**config.mk**
```make
export PLATFORM = sky130hd
export DESIGN_NAME = magnetron_duty_ctrl
export DESIGN_NICKNAME = d
export VERILOG_FILES = /design/src/rtl/magnetron_duty_ctrl.sv
export SDC_FILE = /design/constraint.sdc
export NUM_CORES = 1
export LEC_CHECK = 0
export ABC_AREA = 0
export BUFFER_PORTS_ARGS = -buffer_cell sky130_fd_sc_hd__buf_2
export CORE_MARGIN = 4
export CORE_UTILIZATION = 55
export CTS_CLUSTER_DIAMETER = 150
export DETAILED_ROUTE_END_ITERATION = 8
export PLACE_DENSITY = 0.87
export SLEW_MARGIN = 20
export SYNTH_ARGS = -nofsm -noshare
export SYNTH_HDL_FRONTEND = slang
export SYNTH_SLANG_ARGS = --single-unit
export TNS_END_PERCENT = 10
```
**constraint.sdc**
```tcl
create_clock -name clk -period 5 [get_ports clk]
set_clock_uncertainty 0.1 [all_clocks]
set_input_delay 1 -clock clk [delete_from_list [all_inputs] [get_ports clk]]
set_output_delay 1 -clock clk [all_outputs]
set_load 0.1 [all_outputs]
```
**src/rtl/magnetron_duty_ctrl.sv**
```systemverilog
`timescale 1ns/1ps
// Magnetron session controller: idle/cook/paused FSM with a tick-driven duty window.
// The power level is latched at session start and gates mag_on over each CYCLE_LEN-tick window.
module magnetron_duty_ctrl #(
  parameter int unsigned CYCLE_LEN = 10,
  parameter int unsigned LEVEL_W   = $clog2(CYCLE_LEN + 1)
) (
  input  logic               clk,
  input  logic               resetn,
  input  logic               startn,
  input  logic               stopn,
  input  logic               clearn,
  input  logic               door_closed,
  input  logic               timer_done,
  input  logic               tick,
  input  logic [LEVEL_W-1:0] power_level,
  output logic               mag_on,
  output logic               cooking,
  output logic               paused,
  output logic               done
);

  localparam int unsigned LW = $clog2(CYCLE_LEN + 1);
  localparam int unsigned PW = $clog2(CYCLE_LEN);

  typedef enum logic [1:0] {
    StIdle   = 2'd0,
    StCook   = 2'd1,
    StPaused = 2'd2,
    StBad    = 2'd3
  } state_e;

  state_e        state_q, state_d;
  logic [PW-1:0] phase_q, phase_d;
  logic [LW-1:0] lvl_q, lvl_d, lvl_sat;
  logic          mag_on_q, mag_on_d;
  logic          done_q, done_d;
  logic          start_ok;

  always_comb begin
    if (32'(power_level) >= CYCLE_LEN) begin
      lvl_sat = LW'(CYCLE_LEN);
    end else begin
      lvl_sat = LW'(power_level);
    end
  end

  assign start_ok = !startn && door_closed && !timer_done;

  // Branch order inside each state mirrors the transition priority.
  always_comb begin
    state_d = state_q;
    done_d  = 1'b0;
    if (!clearn) begin
      state_d = StIdle;
    end else begin
      case (state_q)
        StIdle: begin
          if (start_ok) state_d = StCook;
        end
        StCook: begin
          if (!door_closed || !stopn) begin
            state_d = StPaused;
          end else if (timer_done) begin
            state_d = StIdle;
            done_d  = 1'b1;
          end
        end
        StPaused: begin
          if (!stopn && startn) begin
            state_d = StIdle;
          end else if (start_ok) begin
            state_d = StCook;
          end
        end
        default: state_d = StIdle;
      endcase
    end
  end

  always_comb begin
    lvl_d   = lvl_q;
    phase_d = phase_q;
    if (state_d == StIdle) begin
      phase_d = '0;
    end else if (state_q == StIdle && state_d == StCook) begin
      phase_d = '0;
      lvl_d   = lvl_sat;
    end else if (state_q == StCook && state_d == StCook && tick) begin
      phase_d = (phase_q == PW'(CYCLE_LEN - 1)) ? '0 : phase_q + 1'b1;
    end
  end

  assign mag_on_d = (state_d == StCook) && (32'(phase_d) < 32'(lvl_d));

  always_ff @(posedge clk or negedge resetn) begin
    if (!resetn) begin
      state_q  <= StIdle;
      phase_q  <= '0;
      lvl_q    <= '0;
      mag_on_q <= 1'b0;
      done_q   <= 1'b0;
    end else begin
      state_q  <= state_d;
      phase_q  <= phase_d;
      lvl_q    <= lvl_d;
      mag_on_q <= mag_on_d;
      done_q   <= done_d;
    end
  end

  assign mag_on  = mag_on_q;
  assign done    = done_q;
  assign cooking = (state_q == StCook);
  assign paused  = (state_q == StPaused);

endmodule

```
Word-level counts from Yosys, hierarchy flattened. Cells that the tools add are included.

Equality and inequality tests: 4. Order comparisons: 2. Add/sub/neg operators: 1. Mux-type cells: 17. Reductions and logical operators: 14.

Operators with widths (count): $mux 4 (7); $mux 2 (5); $logic_and 1x1->1 (7); $pmux 2 s3 (1); $add 4x1->4 const B (1); $eq 2x1->1 const B (2); $eq 4x4->1 const B (1); $ge 4x4->1 const B (1); $logic_not 1->1 (4); $logic_not 2->1 (2); $lt 4x4->1 (1); $mux 1 (4); $eq 2x2->1 const B (1); $logic_or 1x1->1 (1).

Word-level logic and storage cells: 43. Output and inout bits: 4. Register bits: 12.

Depth between registers and ports, before layout.
Depth in word-level cells: 15. Gate-level depth with buffers: 9.

Least setup slack after synthesis. OpenSTA, ideal clock, no wires.

Kind: reg-to-reg. From: register state_q[0]. To: register mag_on_q (netlist: mag_on). Period minus slack after synthesis: 3.632 ns. Buffers on the path: 0. Slack: 1.368 ns. Data arrival time: 3.455 ns. Stages on the path, launching flop included: 10. Cell sequence: dfrtp_1 > nor2b_1 > a32oi_1 > a21o_1 > a31oi_1 > ha_1 > a21o_1 > a211oi_1 > o211ai_1 > o21ai_1.

Elaborated cells on any way between the ends: 21.

RTL lines: from (decl) (RTL line 33) `state_e state_q, state_d;`; from (signal assigned) (RTL line 98) `state_q <= StIdle;`; from (signal assigned) (RTL line 104) `state_q <= state_d;`; $eq 2x2->1 (*); net paused (RTL line 19) `output logic paused,`; $pmux 2 s3 (*) (RTL line 57) `case (state_q)`; $mux 2 (*) (RTL line 54) `if (!clearn) begin`; $eq 2x1->1 (RTL line 86, 89, 94); $logic_and 1x1->1 (2 in a row) (RTL line 89) `end else if (state_q == StCook && state_d == StCook && tick) begin`; $mux 4 (RTL line 89); $mux 4 (RTL line 86) `end else if (state_q == StIdle && state_d == StCook) begin`; $mux 4 (*) (RTL line 84) `if (state_d == StIdle) begin`; net phase_d[3] (RTL line 34) `logic [PW-1:0] phase_q, phase_d;`; $lt 4x4->1 (*) (RTL line 94) `assign mag_on_d = (state_d == StCook) && (32'(phase_d) < 32'(lvl_d));`; $logic_and 1x1->1 (*) (RTL line 94); net mag_on_d (RTL line 36) `logic mag_on_q, mag_on_d;`; to (signal assigned) (RTL line 107) `mag_on_q <= mag_on_d;`; to (decl) (RTL line 36).

Mark *: on every way through the listed nets, which the timed path passes. The rest lies on a longest branch.

Worst setup path in the final report.
From: input port timer_done. To: register mag_on_q (netlist: mag_on).

Word-level cells in the longest chain between the ends: 14. Elaborated cells on any way between the ends: 20.

Ends and longest elaborated chain: from (decl) (RTL line 14) `input logic timer_done,`; $logic_not 1->1 (RTL line 48) `assign start_ok = !startn && door_closed && !timer_done;`; $logic_and 1x1->1 (RTL line 48); $mux 2 (RTL line 59, 72); $mux 2 (RTL line 70) `if (!stopn && startn) begin`; $pmux 2 s3 (*) (RTL line 57); $mux 2 (*) (RTL line 54); $eq 2x1->1 (RTL line 86, 89); $logic_and 1x1->1 (2 in a row) (RTL line 89); $mux 4 (RTL line 89); $mux 4 (RTL line 86); $mux 4 (*) (RTL line 84); net phase_d[3] (RTL line 34); $lt 4x4->1 (*) (RTL line 94); $logic_and 1x1->1 (*) (RTL line 94); net mag_on_d (RTL line 36).

Marks and branches as above.

==> results by group <==
Timing
  • Slew Limit Fails: 0
  • Final Cycle Share: 0.636
  • Least-Margin Pin Slew: 487 ps
  • Setup tns final: 0 ps
  • Final setup viols: 0
  • Slew HR: 0.678
  • RSZ-0062 raised after global routing: no
  • Final worst path period need: 3180 ps
  • F_max: 315 MHz
  • Final WS setup: 1820 ps
  • Final Hold Fails: 0

Worst setup path
  • Critical Path RT: 5100 ps
  • Worst r2r dst: mag_on
  • Worst setup path startpoint: timer_done
  • Worst setup path class: in -> reg
  • Worst Reg-to-Reg Cells: 9
  • Critical path launch point type: input pin
  • Crit end category: register
  • Register-to-register setup slack: 2350 ps
  • Setup crit end: mag_on
  • CP Data Arrival Time: 3270 ps
  • Worst reg2reg path startpoint: state_q[0]
  • Max FO, Critical Path: 6

Synth
  • Cells after synthesis: 76
  • Synth Area in Adders: 0.0518
  • Top_reg_cell synth: dfrtp_1
  • Xor-xnor portion of the synthesized cell area: 0.0121
  • #FFs+latches synth: 12
  • Top cells by count, synth: dfrtp_1 (12), nor2_1 (6), inv_1 (5), nand2_1 (5)
  • Synth Cell Area: 724 um2
  • Avg Cell Area, Syn: 9.53 um2
  • Mux contribution to synthesized area: 0.0415
  • Yosys warning total: 0
  • Netlist cell types: 34
  • Cell taking the most area after synthesis: dfrtp_1
  • Largest family of logic cells by synthesized area: simple AND/OR/NAND/NOR gates
  • Synth top area share: 0.415
  • Simple logic cell fraction of the synthesized area: 0.269
  • Number of synthesized flops with an enable pin: 0
  • Sequential share of the synthesized area: 0.415
  • Asr flop ratio synth: 1.00
  • Synth Area in Compound Gates: 0.185
  • Ranking of synthesized cells by area: dfrtp_1 (41%), ha_1 (5.2%), mux2i_1 (4.1%)
  • Top-count cell post-synth: dfrtp_1
  • Post-synth net total: 91

Routing
  • Post-route DRC: 0
  • DR iter-0 viols: 15
  • Vias per cell: 6.03
  • DR vias: 651
  • Final ANT Viol Nets: 0
  • WL/cell: 13.8 um
  • TritonRoute pass-1 iters: 4
  • Total wire length: 1490 um

GRT
  • Vias in the first global route: 594
  • Initial antenna violation count: 0
  • GRT Total Usage: 0.181
  • Total global routing overflow: 0
  • Global-route wire length before repair: 2550 um
  • Largest net degree at the start of global routing: 13

Die
  • Core Area: 0.00117 mm2
  • Starting Density: 0.619
  • # rows: 12
  • # IOs: 16
  • Die area: 0.00196 mm2
  • Die Ht: 44.3 um
  • Die W: 44.3 um

Cells and area
  • Layout cells sized above 1: 0.234
  • Post-route cell area: 840 um2
  • N_diodes: 0
  • Synth-to-Final Area Change: 15.9%
  • Nets: 111

Clock network
  • Sink Count: 12
  • Clock root cell: clkbuf_4
  • Clock-pin slew on the worst setup and hold paths: 70 ps
  • Clk_lat worst skew: 270 ps
  • Postcts setup bufs: 0
  • CTS Hold Bufs: 0
  • CTS Buffer Depth: 2
  • CTS tree: built
  • H-tree depth: 1
  • CTS buffer count: 3
  • Post-CTS resize count: 0

Power and ir drop
  • Worst VDD drop: 173 uV
  • PwrDens: 242 mW/mm2
  • Final Power: 0.000203 W
  • P_leak: 0.429 nW

Placement
  • Buffers on Ports: 15
  • DP HPWL: 1220 um
  • Placed cell area: 817 um2
  • Pre-CTS setup slack: 1570 ps
  • Gpl congestion: 0.843

Worst hold path
  • Hold crit path type: reg -> reg

Flow run
  • Max-cap violation count: 0

Outcome
  • Outcome: completed
## worst min-delay path by stage
stage                     startpoint  cells after the start        to  slack [ps]
final                       lvl_q[1]                      2  lvl_q[1]         380
after global routing        lvl_q[1]                      2  lvl_q[1]         430
after CTS                   lvl_q[1]                      2  lvl_q[1]         390
after detailed placement    lvl_q[1]                      2  lvl_q[1]         370
after global placement      lvl_q[1]                      2  lvl_q[1]         370
after floorplan             lvl_q[1]                      2  lvl_q[1]         340
## routing by layer
layer / global-route usage / vias up / part of all wire
met5: 0 / - / 0
met4: 0.0723 / 0 / 0.025
met3: 0.0732 / 7 / 0.064
met2: 0.270 / 21 / 0.49
met1: 0.231 / 304 / 0.42
li1: - / 319 / -
## logic make-up after synthesis
| family | count (synthesis) |
|---|---|
| and+or+nand+nor | 33 |
| buffers and inverters | 5 |
| xor gates and xnor gates | 1 |
| adders and majority gates | 3 |
| muxes | 3 |
| AOI/OAI and AO/OA | 19 |
| DFF | 12 |
## power by group
group          internal (W)  switching [W]  leakage, nW
logic             0.0000150      0.0000252        0.253
clock network     0.0000279      0.0000284       0.0138
registers          0.000104     0.00000211        0.162
total              0.000147      0.0000557        0.429
## placed cells by master (no fill, tap or decap), types with 3 or more instances in the layout
master / instances
o21ai_0: 4
mux2i_1: 3
a21o_1: 3
nor2b_1: 4
dfrtp_1: 12
clkbuf_4: 3
inv_1: 5
ha_1: 3
nor2_1: 6
nand2_1: 5
buf_2: 15
## cell type report
class,instances,area [um2]
clock buffers,3,22.5
fillers,89,332
inverters,5,18.8
multi-input cells,59,405
flip-flops and latches,12,300
well taps,14,17.5
repair buffers,15,75.1
## worst max-delay path, stage by stage
cell and delay (ps):
buf_2 130, or3b_2 460, a32oi_1 350, a21o_1 220, a31oi_1 80, ha_1 330
a21o_1 160, a211oi_1 260, o211ai_1 150, o21ai_1 150
## stage by stage
| stage | hold slack (ps) | std cells | utilization |
|---|---|---|---|
| floorplan | 344 | 76 | - |
| global placement | 366 | 105 | 0.698 |
| detailed placement | 371 | 105 | 0.698 |
| CTS | 386 | 108 | 0.717 |
| global route | 431 | 108 | 0.717 |
| finish | 381 | 108 | 0.717 |
## flip-flops by register name, indices dropped and copies added, names as in the netlist
| name | cells |
|---|---|
| lvl_q | 4 |
| phase_q | 4 |
| state_q | 2 |
| done | 1 |
| mag_on | 1 |
No activity file was read; power rests on OpenSTA's default activity.
